### config.mk
export PLATFORM = sky130hd
export DESIGN_NAME = led_shift_gen
export DESIGN_NICKNAME = d
export VERILOG_FILES = /design/src/rtl/led_shift_pkg.sv /design/src/rtl/led_shift_gen_prescaler.sv /design/src/rtl/led_shift_gen.sv
export SDC_FILE = /design/constraint.sdc
export NUM_CORES = 1
export LEC_CHECK = 0
export ABC_CLOCK_PERIOD_IN_PS = 2400
export CAP_MARGIN = 20
export CORE_MARGIN = 4
export CORE_UTILIZATION = 25
export DETAILED_ROUTE_END_ITERATION = 8
export GPL_TIMING_DRIVEN = 0
export PLACE_DENSITY_LB_ADDON = 0.05
export REMOVE_ABC_BUFFERS = 1
export SLEW_MARGIN = 20
export SYNTH_ARGS = -nofsm -noshare
export SYNTH_HDL_FRONTEND = slang
export SYNTH_HIERARCHICAL = 1
export SYNTH_SLANG_ARGS = --single-unit
### constraint.sdc
create_clock -name clk -period 2.4 [get_ports clk]
set_input_delay 0.24 -clock clk [delete_from_list [all_inputs] [get_ports clk]]
set_output_delay 0.24 -clock clk [all_outputs]
set_load 0.03 [all_outputs]
### src/rtl/led_shift_pkg.sv
// Shared types for the LED pattern generator: pattern modes, shift direction
// and the per-mode seed function.
package led_shift_pkg;

    typedef enum logic [1:0] {
        MODE_ROTATE   = 2'd0,
        MODE_FILL     = 2'd1,
        MODE_PINGPONG = 2'd2,
        MODE_JOHNSON  = 2'd3
    } mode_e;

    typedef enum logic {
        DIR_LEFT  = 1'b0,
        DIR_RIGHT = 1'b1
    } dir_e;

    // Widest LED bank the seed function can describe; callers cast down to WIDTH.
    localparam int unsigned SEED_MAX = 256;

    function automatic logic [SEED_MAX-1:0] seed(input mode_e mode, input dir_e dir,
                                                 input int unsigned width);
        logic [SEED_MAX-1:0] one;
        one  = {{(SEED_MAX-1){1'b0}}, 1'b1};
        seed = '0;
        if (mode == MODE_ROTATE || mode == MODE_PINGPONG) begin
            seed = (dir == DIR_RIGHT) ? (one << (width - 1)) : one;
        end
    endfunction

endpackage

### src/rtl/led_shift_gen_prescaler.sv
// Step prescaler: counts 0..CLK_DIV-1 while enabled and strobes tick on the
// last count; clr restarts the count from zero.
module led_prescaler #(
    parameter int unsigned CLK_DIV = 50_000_000
) (
    input  logic clk,
    input  logic rst_n,
    input  logic en,
    input  logic clr,
    output logic tick
);

    localparam int unsigned    CW   = (CLK_DIV > 1) ? $clog2(CLK_DIV) : 1;
    localparam logic [CW-1:0]  LAST = CW'(CLK_DIV - 1);

    logic [CW-1:0] cnt_q, cnt_d;

    always_comb begin
        tick  = en && (cnt_q == LAST);
        cnt_d = cnt_q;
        if (clr) begin
            cnt_d = '0;
        end else if (tick) begin
            cnt_d = '0;
        end else if (en) begin
            cnt_d = cnt_q + 1'b1;
        end
    end

    always_ff @(posedge clk or negedge rst_n) begin
        if (!rst_n) begin
            cnt_q <= '0;
        end else begin
            cnt_q <= cnt_d;
        end
    end

endmodule

### src/rtl/led_shift_gen.sv
// Parametrised LED pattern generator (rotate / fill / ping-pong / Johnson).
// Optional PWM dimming with a `duty` input when LEDSHIFT_PWM_EN is defined.
module led_shift_gen
    import led_shift_pkg::*;
#(
    parameter int unsigned WIDTH   = 8,
    parameter int unsigned CLK_DIV = 50_000_000
) (
    input  logic             clk,
    input  logic             rst_n,
    input  logic             en,
    input  logic [1:0]       mode,
    input  logic             dir,
    input  logic             load,
`ifdef LEDSHIFT_PWM_EN
    input  logic [2:0]       duty,
`endif
    output logic [WIDTH-1:0] led,
    output logic             tick
);

    localparam logic [WIDTH-1:0] RESET_PAT = {{(WIDTH-1){1'b0}}, 1'b1};

    logic [WIDTH-1:0] pat_q, pat_d;
    mode_e            mode_q, mode_in;
    dir_e             pdir_q, pdir_d, dir_in;
    logic             reload;

    assign mode_in = mode_e'(mode);
    assign dir_in  = dir_e'(dir);
    // A mode switch reseeds exactly like an explicit load.
    assign reload  = load || (mode_in != mode_q);

    led_prescaler #(
        .CLK_DIV (CLK_DIV)
    ) u_prescaler (
        .clk   (clk),
        .rst_n (rst_n),
        .en    (en),
        .clr   (reload),
        .tick  (tick)
    );

    always_comb begin
        pat_d  = pat_q;
        pdir_d = pdir_q;
        if (reload) begin
            pat_d  = WIDTH'(seed(mode_in, dir_in, WIDTH));
            pdir_d = dir_in;
        end else if (tick) begin
            case (mode_q)
                MODE_ROTATE: begin
                    pat_d = (dir_in == DIR_RIGHT) ? {pat_q[0], pat_q[WIDTH-1:1]}
                                                  : {pat_q[WIDTH-2:0], pat_q[WIDTH-1]};
                end
                MODE_FILL: begin
                    if (&pat_q) begin
                        pat_d = '0;
                    end else begin
                        pat_d = (dir_in == DIR_RIGHT) ? {1'b1, pat_q[WIDTH-1:1]}
                                                      : {pat_q[WIDTH-2:0], 1'b1};
                    end
                end
                MODE_PINGPONG: begin
                    // Flip as the bit lands on an end so the next step heads back.
                    if (pdir_q == DIR_LEFT) begin
                        pat_d = {pat_q[WIDTH-2:0], 1'b0};
                        if (pat_q[WIDTH-2]) pdir_d = DIR_RIGHT;
                    end else begin
                        pat_d = {1'b0, pat_q[WIDTH-1:1]};
                        if (pat_q[1]) pdir_d = DIR_LEFT;
                    end
                end
                MODE_JOHNSON: begin
                    pat_d = (dir_in == DIR_RIGHT) ? {~pat_q[0], pat_q[WIDTH-1:1]}
                                                  : {pat_q[WIDTH-2:0], ~pat_q[WIDTH-1]};
                end
                default: pat_d = pat_q;
            endcase
        end
    end

    always_ff @(posedge clk or negedge rst_n) begin
        if (!rst_n) begin
            pat_q  <= RESET_PAT;
            mode_q <= MODE_ROTATE;
            pdir_q <= DIR_LEFT;
        end else begin
            pat_q  <= pat_d;
            mode_q <= mode_in;
            pdir_q <= pdir_d;
        end
    end

`ifdef LEDSHIFT_PWM_EN
    logic [2:0] pc_q;

    always_ff @(posedge clk or negedge rst_n) begin
        if (!rst_n) begin
            pc_q <= '0;
        end else begin
            pc_q <= pc_q + 3'd1;
        end
    end

    assign led = pat_q & {WIDTH{pc_q < duty}};
`else
    assign led = pat_q;
`endif

endmodule
# [After elaboration in Yosys (flattened, before gate mapping)]
# Index checks and enable logic that the tools add are counted.
[classes] n_reduce_logical=10 add_sub_neg=1 bitwise_logic=2 n_mux=19 n_eq_ne=6
[ops] op="$mux W26" n=3
[ops] op="$mux W8" n=9
[ops] op="$pmux W8 S4" n=1
[ops] op="$add A26 B1 Y26 const B" n=1
[ops] op="$eq A26 B26 Y1 const B" n=1
[ops] op="$reduce_and A8 Y1" n=1
[ops] op="$eq A2 B2 Y1 const B" n=3
[ops] op="$mux W1" n=6
[ops] op="$logic_not A2 Y1" n=2
[ops] op="$reduce_bool A2 Y1" n=2
[ops] op="$reduce_bool A3 Y1" n=1
[ops] op="$eq A2 B1 Y1 const B" n=1
[ops] op="$logic_or A1 B1 Y1" n=2
[ops] op="$ne A2 B2 Y1" n=1
[ops] op="$not A1 Y1" n=2
[ops] op="$reduce_and A2 Y1" n=1
[ops] op="$logic_and A1 B1 Y1" n=1
[word_totals] regBits=37 elab_cells=42 in_bits=7 out_inout_bits=9

# [Longest topological paths before layout]
[logic_depth] ltp_word=5 depth_mapped=9 ltp_nobuf=8

# [Cells and area by module]
# Netlist, hierarchy kept.
[modules_own_cells] module="led_prescaler" n_inst=1 area_each_um2=1445.1 cells_each=152 seq_area_each_um2=650.6
[modules_own_cells] module="led_shift_gen" n_inst=1 area_each_um2=763.2 cells_each=71 seq_area_each_um2=276.5

# [Least setup slack after synthesis]
# No wires, ideal clock.
[synth_timing] kind="register to register" start="register u_prescaler.cnt_q[0]" end="register pdir_q" n_path_buf=1 arrival_time_ns=2.260 slack_ns=0.075 required_ns=2.336 path_stages_with_launch=10 path_cell_list="dfrtp_1 ha_1 and3_1 nand4_1 nor2_1 buf_2 and3b_1 a21oi_1 a311oi_1 a21o_1"
[synth_between] elab_chain_len=4
[synth_rtl] item="start, declared" line_no="led_shift_gen_prescaler.sv:16" source="logic [CW-1:0] cnt_q, cnt_d;"
[synth_rtl] item="start signal, assigned" line_no="led_shift_gen_prescaler.sv:34" source="cnt_q <= cnt_d;"
[synth_rtl] item="$eq A26 B26 Y1" line_no="led_shift_gen_prescaler.sv:19" source="tick = en && (cnt_q == LAST);"
[synth_rtl] item="$logic_and A1 B1 Y1" line_no="led_shift_gen_prescaler.sv:19"
[synth_rtl] item="named net tick" line_no="led_shift_gen.sv:19" source="output logic tick"
[synth_rtl] item="$reduce_bool A2 Y1 (no source line)"
[synth_rtl] item="$reduce_and A2 Y1 (no source line)"
[synth_rtl] item="end signal, assigned" line_no="led_shift_gen.sv:91" source="pdir_q <= pdir_d;"
[synth_rtl] item="end, declared" line_no="led_shift_gen.sv:26" source="dir_e pdir_q, pdir_d, dir_in;"
# The timed path passes the listed nets, and every way through them passes these cells.
# A chain may end at the register's enable or synchronous reset.

# [Worst setup path after layout]
[layout_timing] start="register u_prescaler.cnt_q[0]" end="output port tick"
[layout_between] elab_chain_len=2
[layout_rtl] item="$eq A26 B26 Y1" line_no="led_shift_gen_prescaler.sv:19"
[layout_rtl] item="$logic_and A1 B1 Y1" line_no="led_shift_gen_prescaler.sv:19"
[layout_rtl] item="end, declared" line_no="led_shift_gen.sv:19"
# No other way between the ends.

==> results_dict.tcl <==
set metrics [dict create \
    status "complete, no violations" \
    worst_path_max_delay_cell "dfrtp_1" \
    detail_route.drc_violations 0 \
    hpwl_after_detailed_placement_um 3630 \
    cts_buffers 5 \
    post_drt_wl_per_cell_um 15.3 \
    cts_tree "done" \
    met2_wirelength_um 2410 \
    die_y_um 102 \
    timing.slew.headroom 0.657 \
    synth_top_area_cells "dfrtp_1 41%, a21oi_1 4.3%, nand4_1 4.2%" \
    worst-setup-path-type "reg -> out" \
    gp_routability_congestion 0.701 \
    die_area_mm2 0.0104 \
    maximum_number_of_pins_on_one_net_before_global_route_repair 25 \
    root_buffer "clkbuf_8" \
    drt-met1-wl_um 2770 \
    clkTransAtPathRegs_ns 0.08 \
    maxCapViolCount 0 \
    route.detailed.vias_per_inst 4.97 \
    clock-skew-final_ns 0.00805 \
    grt_usage 0.112 \
    worst-path-max-fanout 5 \
    post-layout-total-power_mw 1.25 \
    ctsHtreeMaxLevel 2 \
    final_layout_size_suffix_gt1_frac 0.156 \
    final_core_utilization 0.301 \
    topRoutingLayerUsed "met4" \
    synth_enable_flop_cells 0 \
    area.growth.synth_to_final_pct 18.3 \
    antenna_violations_before_repair 0 \
    max-clock-path-buffers 2 \
    std_cell_rows 34 \
    power_per_unit_of_standard_cell_area_mw_per_mm2 478 \
    via_count_of_the_first_global_routing_pass 1793 \
    starting_density_of_the_core 0.254 \
    dominantRegCellSynth "dfrtp_1" \
    worst_setup_path_end_kind "output pin" \
    antennaDiodeCount 0 \
    clock_latency_ns 0.29 \
    finish.cell_count_without_fillers 351 \
    cp_cell_sequence "ha_1 -> and3_2 -> nand4_1 -> nor2_4 -> clkdlybuf4s15_2" \
    final-max-slew-violation-count 0 \
    worst-path-buf-inv 1 \
    overflow 0 \
    place.detailed.instances 335 \
    finalSetupTns_ns 0 \
    drt-total-wl_um 5360 \
    die_w_um 102 \
    postSynth.asyncResetShare 1.00 \
    power.leakage_nw 0.975 \
    cts.sinks 37 \
    pre_cts_ws_ns -0.626 \
    ys_warn_count 6 \
    crit_required_ns 2.16 \
    synth_top_area_frac 0.408 \
    met3WireLength_um 147 \
    final_period_minus_worst_setup_slack_ns 2.27 \
    post_synth.cell_area_avg_um2 9.90 \
    synth_seq_area_share 0.420 \
    syn_inst 223 \
    postLayoutSetupSlackWorst_ns 0.128 \
    max_freq_mhz 440 \
    final_cell_mix "35 x dfrtp_1, 19 x a21oi_1, 15 x nand4_1, 15 x o21ai_0" \
    setup-violations-final 0 \
    num_io_pins 16 \
    mostFrequentLayoutCell "dfrtp_1" \
    gate_family_responsible_for_the_most_delay_along_the_worst_path "simple AND/OR/NAND/NOR gates" \
    fin_nets 250 \
    min-delay-path-class "in -> async" \
    timing.critical_path.from_type "register" \
    global_route_wire_length_before_repair_um 9260 \
    max_slew.worst_pin.slew_ns 0.512 \
    ys_ff_latch 37 \
    vdd_ir_drop_max_mv 0.172 \
    critPathMaxStageDelay_ns 0.42 \
    dr.pass1.iters 4 \
    floorplan.core_area_mm2 0.00868 \
    post_synth_instance_area_mm2 0.00221 \
    final_min_period_over_clock_period 0.947 \
    synth_top_cell_by_area "dfrtp_1" \
    io_buffer_count 15 \
    hold_fails_final_rpt 0 \
    first_iter_violations 57 \
    netlist-cell-type-count 51 \
    worst_ep_arrival_time_ns 2.03 \
    route.antenna.remaining_nets 0 \
    route.vias.total 1743 \
]
-- stage by stage --
stage | cell area [µm²] | hold WS, ns
after global routing | 2610 | 0.419
final | 2610 | 0.380
after global placement | 2410 | 0.541
after floorplan | 2120 | -0.0556
after CTS | 2580 | 0.392
after detailed placement | 2420 | 0.179
-- per-layer routing --
metal  up-vias  track usage
li1        882            -
met1       836        0.160
met2        23        0.172
met3         2       0.0253
met4         0       0.0303
met5         -            0
-- power breakdown --
part	switching (mW)	internal (mW)
Combinational	0.0594	0.0473
Clock	0.236	0.260
Sequential	0.0161	0.631
Total	0.312	0.938
-- cell families after synthesis --
logic type      Yosys count  synth area share
fa+ha+maj                 1           0.00566
flops                    37             0.420
xor+xnor                 11            0.0521
buf+inv                  18            0.0482
mux                       8            0.0419
compound gates           59             0.180
simple gates             89             0.252
-- worst paths after layout --
path	cells after the start	startpoint	slack [ns]	to
worst min register to register	2	u_prescaler/cnt_q[25]	0.55	u_prescaler/cnt_q[25]
worst max-delay path	5	u_prescaler/cnt_q[0]	0.13	tick
worst min-delay path	2	rst_n	0.38	u_prescaler/cnt_q[20]
min in group clk	1	mode[1]	0.55	mode_q[1]
worst max register to register	9	u_prescaler/cnt_q[0]	0.15	pdir_q
max in group asynchronous	3	rst_n	1.49	led[0]
-- state kept, by name, indices dropped and copies added (netlist names) --
register and cells:
u_prescaler/cnt_q 26, led 8, mode_q 2, pdir_q 1
-- cell usage after synthesis (3+ instances only) --
master     number
o31ai_1         4
o211ai_1        3
inv_1           5
or3_1           8
and3_1          3
or4_1           6
xor2_1          8
o2bb2ai_1       6
nand4_1        15
dfrtp_1        36
and4_1          4
o21ai_0        15
nor3_1          3
mux2i_1         7
buf_2           6
nand3_1        12
a21oi_1        19
nand2_1         8
buf_6           3
nor2_1         14
-- layout make-up --
class	count	area [µm²]
tap	108	135
inverter	6	22.5
timing repair buffer	24	229
fill	936	6070
clock inverter	1	5.00
sequential	37	928
clock buffer	7	96.3
multi-input combinational	168	1200
-- what timing repair did --
item | in CTS | in global routing
endpoints found under the setup margin | 21 | 12
gates resized for setup | 7 | 5
pin swaps | 2 | 2
setup buffers | 4 | 3
endpoints found under the hold margin | 13 | 0
hold buffers | 1 | 0
No activity file was read; power rests on OpenSTA's default activity.
